===== src/rtl/framebuffer_port.sv =====
// Framebuffer read/write port onto a single-port RAM with fixed read latency.
// Reads win arbitration; returned pixels land in a first-word-fall-through buffer.
module framebuffer_port #(
    parameter int unsigned RAM_WIDTH     = 24,
    parameter int unsigned RAM_DEPTH     = 786432,
    parameter int unsigned RAM_ADDR_BITS = 32,
    parameter int unsigned MEM_ADDR_BITS = 20,
    parameter int unsigned READ_LATENCY  = 2,
    parameter int unsigned FIFO_DEPTH    = 4
) (
    input  logic                     clk,
    input  logic                     rst,
    input  logic [RAM_ADDR_BITS-1:0] framebuffer_addr,
    input  logic                     framebuffer_addr_valid,
    output logic                     framebuffer_addr_rdy,
    output logic [RAM_WIDTH-1:0]     framebuffer_data,
    output logic                     framebuffer_data_valid,
    input  logic                     framebuffer_data_rdy,
    input  logic [RAM_ADDR_BITS-1:0] wr_addr,
    input  logic [RAM_WIDTH-1:0]     wr_data,
    input  logic                     wr_en,
    output logic                     wr_rdy,
    output logic [MEM_ADDR_BITS-1:0] mem_addr,
    output logic                     mem_en,
    output logic                     mem_we,
    output logic [RAM_WIDTH-1:0]     mem_wdata,
    input  logic [RAM_WIDTH-1:0]     mem_rdata
);

    localparam int unsigned PTR_W = (FIFO_DEPTH > 1) ? $clog2(FIFO_DEPTH) : 1;
    localparam int unsigned CNT_W = $clog2(FIFO_DEPTH + 1);
    localparam logic [RAM_ADDR_BITS-1:0] DEPTH_LIM = RAM_ADDR_BITS'(RAM_DEPTH);
    localparam logic [CNT_W-1:0]         CNT_MAX   = CNT_W'(FIFO_DEPTH);

    logic [CNT_W-1:0]        r_out_cnt;
    logic [CNT_W-1:0]        r_fifo_cnt;
    logic [PTR_W-1:0]        r_wr_ptr;
    logic [PTR_W-1:0]        r_rd_ptr;
    logic [RAM_WIDTH-1:0]    r_fifo [FIFO_DEPTH];
    logic [READ_LATENCY-1:0] r_tag_v;
    logic [READ_LATENCY-1:0] r_tag_inr;

    logic                    w_addr_rdy;
    logic                    w_rd_acc;
    logic                    w_rd_inr;
    logic                    w_wr_acc;
    logic                    w_wr_inr;
    logic                    w_push;
    logic                    w_pop;
    logic [RAM_WIDTH-1:0]    w_push_data;

    // Outstanding reads are bounded by buffer space, so a returning word always has a slot.
    assign w_addr_rdy = !rst && (r_out_cnt < CNT_MAX);
    assign w_rd_acc   = framebuffer_addr_valid && w_addr_rdy;
    assign w_rd_inr   = framebuffer_addr < DEPTH_LIM;
    assign w_wr_acc   = wr_en && wr_rdy;
    assign w_wr_inr   = wr_addr < DEPTH_LIM;

    assign framebuffer_addr_rdy   = w_addr_rdy;
    assign wr_rdy                 = !rst && !w_rd_acc;
    assign framebuffer_data_valid = (r_fifo_cnt != '0);
    assign framebuffer_data       = r_fifo[r_rd_ptr];

    assign w_push      = r_tag_v[READ_LATENCY-1];
    assign w_push_data = r_tag_inr[READ_LATENCY-1] ? mem_rdata : '0;
    assign w_pop       = framebuffer_data_valid && framebuffer_data_rdy;

    // RAM command mux; out-of-range requests are accepted without touching the RAM.
    always_comb begin
        mem_en    = 1'b0;
        mem_we    = 1'b0;
        mem_addr  = '0;
        mem_wdata = '0;
        if (w_rd_acc) begin
            if (w_rd_inr) begin
                mem_en   = 1'b1;
                mem_addr = framebuffer_addr[MEM_ADDR_BITS-1:0];
            end
        end else if (w_wr_acc && w_wr_inr) begin
            mem_en    = 1'b1;
            mem_we    = 1'b1;
            mem_addr  = wr_addr[MEM_ADDR_BITS-1:0];
            mem_wdata = wr_data;
        end
    end

    // Tag pipeline mirrors the RAM latency so each return knows whether it is real data.
    always_ff @(posedge clk) begin
        if (rst) begin
            r_tag_v   <= '0;
            r_tag_inr <= '0;
        end else begin
            r_tag_v[0]   <= w_rd_acc;
            r_tag_inr[0] <= w_rd_acc && w_rd_inr;
            for (int i = 1; i < int'(READ_LATENCY); i++) begin
                r_tag_v[i]   <= r_tag_v[i-1];
                r_tag_inr[i] <= r_tag_inr[i-1];
            end
        end
    end

    always_ff @(posedge clk) begin
        if (rst) begin
            r_out_cnt <= '0;
        end else if (w_rd_acc && !w_pop) begin
            r_out_cnt <= r_out_cnt + CNT_W'(1);
        end else if (!w_rd_acc && w_pop) begin
            r_out_cnt <= r_out_cnt - CNT_W'(1);
        end
    end

    always_ff @(posedge clk) begin
        if (rst) begin
            r_wr_ptr   <= '0;
            r_rd_ptr   <= '0;
            r_fifo_cnt <= '0;
        end else begin
            if (w_push) begin
                r_wr_ptr <= r_wr_ptr + PTR_W'(1);
            end
            if (w_pop) begin
                r_rd_ptr <= r_rd_ptr + PTR_W'(1);
            end
            if (w_push && !w_pop) begin
                r_fifo_cnt <= r_fifo_cnt + CNT_W'(1);
            end else if (!w_push && w_pop) begin
                r_fifo_cnt <= r_fifo_cnt - CNT_W'(1);
            end
        end
    end

    always_ff @(posedge clk) begin
        if (!rst && w_push) begin
            r_fifo[r_wr_ptr] <= w_push_data;
        end
    end

endmodule

===== config.mk =====
export PLATFORM = sky130hd
export DESIGN_NAME = framebuffer_port
export DESIGN_NICKNAME = d
export VERILOG_FILES = /design/src/rtl/framebuffer_port.sv
export SDC_FILE = /design/constraint.sdc
export NUM_CORES = 1
export LEC_CHECK = 0
export CAP_MARGIN = 20
export CORE_MARGIN = 1.5
export CORE_UTILIZATION = 38
export CTS_CLUSTER_SIZE = 40
export DETAILED_ROUTE_END_ITERATION = 6
export GPL_TIMING_DRIVEN = 0
export PLACE_DENSITY_LB_ADDON = 0.1
export RECOVER_POWER = 50
export SLEW_MARGIN = 20
export SYNTH_ARGS = -nofsm -noshare
export SYNTH_HDL_FRONTEND = slang
export SYNTH_SLANG_ARGS = --single-unit

===== constraint.sdc =====
create_clock -name clk -period 6.54 [get_ports clk]
set_clock_uncertainty 0.15 [all_clocks]
set_input_delay 0.654 -clock clk [delete_from_list [all_inputs] [get_ports clk]]
set_output_delay 0.654 -clock clk [all_outputs]
set_load 0.01 [all_outputs]

After elaboration in Yosys (flattened, before gate mapping)
Memories as Yosys holds them, arrays and structs flattened. A register that Yosys moved wholly into a read port is not among the register bits.
Cells that the tools add are included.
- flip-flop bits (word level): 14
- memory bits (writable): 96
- input bits: 117
- output and inout port bits: 73
- word-level logic and storage cells: 53
- memories kept: 1
- add/subtract/negate cells: 6
- magnitude comparators: 3
- muxes and demuxes: 18
- reductions and logical operators: 19
- memory list (name ; words ; bits a word ; read ports ; clocked after Yosys merged registers in ; wr ports ; RTL line ; text):
    r_fifo ; 4 ; 24 ; 1 ; 1 ; 1 ; 39 ; logic [RAM_WIDTH-1:0] r_fifo [FIFO_DEPTH];
- operator list (operator ; number):
    2-to-1 mux 24 bit ; 3
    < comparator 32 x 20 -> 1 bit (second input constant) ; 2
    2-to-1 mux 20 bit ; 3
    logical AND 1 bit ; 12
    2-to-1 mux 3 bit ; 4
    adder 3 x 1 -> 3 bit (second input constant) ; 2
    2-to-1 mux 1 bit ; 6
    subtractor 3 x 1 -> 3 bit (second input constant) ; 2
    adder 2 x 1 -> 2 bit (second input constant) ; 2
    logical NOT 1 bit ; 4
    2-to-1 mux 2 bit ; 2
    nonzero test 2 bit ; 2
    < comparator 3 bit (second input constant) ; 1
    nonzero test 3 bit ; 1

Depth between registers and ports, before layout
- depth in word-level cells: 9
- mapped depth: 8
- depth with buffers taken out: 7

Least setup slack after synthesis
No wires, ideal clock.
- kind: in2out
- start point: in wr_addr[30]
- end point: out mem_wdata[14]
- arrival: 2.034 ns
- data required time: 5.736 ns
- slack: 3.702 ns
- stages: 5
- buffers on the path: 2
- cells stage by stage: or4_1 > or4_1 > buf_4 > buf_6 > nor3_2
- longest elaborated chain between the ends: 4
- ends and longest elaborated chain (element ; RTL line ; text):
    from (decl) ; 19 ; input logic [RAM_ADDR_BITS-1:0] wr_addr,
    < comparator 32 x 20 -> 1 bit ; 57 ; assign w_wr_inr = wr_addr < DEPTH_LIM;
    logical AND 1 bit ; 79 ; end else if (w_wr_acc && w_wr_inr) begin
    2-to-1 mux 24 bit ; 79 ;
    2-to-1 mux 24 bit ; 74 ; if (w_rd_acc) begin
    to (decl) ; 26 ; output logic [RAM_WIDTH-1:0] mem_wdata,
No other way between the ends.

Worst setup path after layout
- start point: in framebuffer_addr_valid
- end point: out mem_addr[1]
- longest elaborated chain between the ends: 7
- ends and longest elaborated chain (element ; RTL line ; text):
    from (decl) ; 14 ; input logic framebuffer_addr_valid,
    logical AND 1 bit * ; 54 ; assign w_rd_acc = framebuffer_addr_valid && w_addr_rdy;
    via w_rd_acc ; 44 ; logic w_rd_acc;
    logical NOT 1 bit ; 60 ; assign wr_rdy = !rst && !w_rd_acc;
    logical AND 1 bit ; 60 ;
    logical AND 1 bit ; 56 ; assign w_wr_acc = wr_en && wr_rdy;
    logical AND 1 bit ; 79 ;
    2-to-1 mux 20 bit ; 79 ;
    2-to-1 mux 20 bit * ; 74 ;
    to (decl) ; 23 ; output logic [MEM_ADDR_BITS-1:0] mem_addr,
The timed path passes the listed nets; every way through them passes the cells marked *.

==> results.sh <==
export IMPL_htree_levels=3
export IMPL_grt_overflow=0
export IMPL_ir_worst_vdd_uv=130
export IMPL_placedCellCount=726
export IMPL_synth_yosys_seq_area_share=0.609
export IMPL_pre_cts_ws_ps=2650
export IMPL_post_cts_buffers=0
export IMPL_hpwlAfterDp_microns=9780
export IMPL_worstSkewPairLatency_ps=340
export IMPL_final_antenna_net_count=0
export IMPL_synth_edf_count=96
export IMPL_path_max_fanout=10
export IMPL_drc=0
export IMPL_violations="capacitance limit, slew limit"
export IMPL_synth_flop_cell="edfxtp_1"
export IMPL_hold_violations=0
export IMPL_synth_xor_area_share=0.0117
export IMPL_tns_ps=0
export IMPL_cts_sinks=112
export IMPL_wl_per_cell_microns=17.6
export IMPL_powerDensity_nw_per_um2=238
export IMPL_crit_chain="dlygate4sd3_1, nor3b_1, nand3_1, buf_1, o22ai_2, clkdlybuf4s50_1"
export IMPL_yosysUniqueCellTypes=34
export IMPL_synthesis_instances=362
export IMPL_async_flop_share=0
export IMPL_start_util=0.393
export IMPL_tightestPinTransition_ps=1820
export IMPL_multi_input_area_sq_um=1820
export IMPL_root_buffer="clkbuf_16"
export IMPL_synthAdderAreaFrac=0.0219
export IMPL_critPathCaptureType="output pin"
export IMPL_drv_cap=2
export IMPL_power_uw=1820
export IMPL_fmax_mhz=257
export IMPL_startpoint_type="input pin"
export IMPL_fin_crit_sh=0.594
export IMPL_syn_avg_cell_area_sq_um=14.5
export IMPL_routed_via_count=3715
export IMPL_numCtsBuffers=9
export IMPL_layout_common_cells="clkdlybuf4s50_1, edfxtp_1, nand3_1"
export IMPL_fin_nets=686
export IMPL_fp_dieH_microns=121
export IMPL_cp_required_ps=5740
export IMPL_yosys_warnings=0
export IMPL_core_sq_um=13400
export IMPL_area_growth_pct=45.1
export IMPL_drt_iter0_drc=211
export IMPL_antenna_found_initial=2
export IMPL_final_cells=744
export IMPL_viasPerCell=4.99
export IMPL_grt_max_degree=25
export IMPL_holdCritPathClass="reg -> reg"
export IMPL_cts_tree="yes"
export IMPL_first_pass_iters=4
export IMPL_synth_top_family_by_area="simple AND/OR/NAND/NOR gates"
export IMPL_syn_area_sq_um=5260
export IMPL_setup_viol=0
export IMPL_io_buffers=188
export IMPL_holdWs_ps=294
export IMPL_synthSimpleGateAreaFrac=0.146
export IMPL_routed_wl_microns=13100
export IMPL_slew_viol_final=50
export IMPL_rsz0062_at_grt="no"
export IMPL_p_leak_uw=0.00238
export IMPL_clk_path_buf_depth=2
export IMPL_path_clk_slew_ps=70
export IMPL_pin_count=190
export IMPL_nFillCells=1166
export IMPL_finalCriticalPeriod_ps=3890
export IMPL_dieWidth_microns=121
export IMPL_slowest_stage="clkdlybuf4s50_1"
export IMPL_rows=42
export IMPL_place_congestion=0.745
export IMPL_synth_compound_area_frac=0.0571
export IMPL_crit_family="buffers and inverters"
export IMPL_worst_ep_arrival_time_ps=3080
export IMPL_crit_type="in -> out"
export IMPL_outcome="complete, but fails checks"
export IMPL_ys_ff_latch=112
export IMPL_grt_pass1_wl_microns=20300
export IMPL_grt_pass1_vias=4002
export IMPL_grt_usage=0.184
export IMPL_ctsHoldBuffers=0
export IMPL_post_cts_resized=0
export IMPL_final_setup_worst_slack_ps=2650
export IMPL_final_common_cell="clkdlybuf4s50_1"
export IMPL_cp_slowest_stage_delay_ps=570
export IMPL_slew_headroom=-0.217
export IMPL_synth_mux_area_frac=0.108
export IMPL_drive_above_1_share=0.154
export IMPL_dieArea_sq_um=14600
export IMPL_regArea_sq_um=3200
export IMPL_syn_nets=487
export IMPL_crit_buf_inv=3
-- synthesized netlist by cell type, drive strengths merged (2+ instances only) --
cell | n | area (sq um)
a21oi | 2 | 10.0
and2 | 28 | 175
buf | 12 | 82.6
clkbuf | 15 | 56.3
dfxtp | 16 | 320
edfxtp | 96 | 2880
fa | 2 | 40.0
ha | 6 | 75.1
inv | 28 | 105
mux2i | 3 | 30.0
mux4 | 24 | 541
nand2 | 3 | 11.3
nand3 | 41 | 205
nor2 | 13 | 51.3
nor2b | 4 | 25.0
nor3 | 24 | 215
nor3b | 2 | 15.0
nor4 | 4 | 25.0
o21ai | 2 | 10.0
o22ai | 21 | 257
or3 | 3 | 18.8
or4 | 2 | 15.0
xor2 | 6 | 52.6
-- power breakdown --
part	switching [uW]	leakage, uW	total (uW)	internal, uW
Combinational	204	0.00129	510	307
Sequential	25.5	0.000970	824	798
Clock	231	0.000128	486	254
-- per-stage QoR --
| stage | cell area, sq um | util |
|---|---|---|
| 2_1_floorplan | 5260 | - |
| 3_3_place_gp | 7360 | 0.549 |
| 3_5_place_dp | 7370 | 0.550 |
| 4_1_cts | 7630 | 0.569 |
| 5_1_grt | 7630 | 0.569 |
| 6_report | 7630 | 0.570 |
-- per-layer routing --
layer | global-route usage | vias up | routed length [microns]
met4 | 0.0581 | 0 | 175
met2 | 0.339 | 134 | 7050
met3 | 0.0632 | 11 | 965
met1 | 0.197 | 1797 | 4870
li1 | - | 1773 | -
met5 | 0 | - | 0
-- cell type report --
type | instances | area share
sequential | 112 | 0.420
timing repair buffer | 188 | 0.247
multi-input combinational | 195 | 0.238
clock buffer | 9 | 0.0295
tap | 176 | 0.0289
buffer | 27 | 0.0182
inverter | 28 | 0.0138
clock inverter | 7 | 0.00492
antenna | 2 | 0.000656
-- worst reg2reg max path, delay by kind of cell, from the launching register on --
kind / cells / cell delay [ps]
DFF: 1 / 410
and+or+nand+nor: 2 / 1640
-- final timing paths --
path,start,endpoint,slack (ps),cells past startpoint
worst max-delay path,framebuffer_addr_valid,mem_addr[1],2650,6
worst min-delay path,r_tag_v[0],r_tag_v[1],290,1
worst min register to register,r_tag_v[0],r_tag_v[1],290,1
worst max register to register,r_tag_v[1],r_fifo[2][19],3920,2
-- state kept, by name, summed over array words and instances, names as in the netlist, named ones only --
signal      count
r_tag_inr       2
r_wr_ptr        2
r_tag_v         2
r_fifo         96
r_out_cnt       3
r_fifo_cnt      3
r_rd_ptr        2
-- cells by family after synthesis --
kind of cell | Yosys count
simple gates | 125
mux | 27
xor+xnor | 7
fa+ha+maj | 8
compound gates | 28
buf+inv | 55
flops | 112
Power figures use the tool's default switching activity.
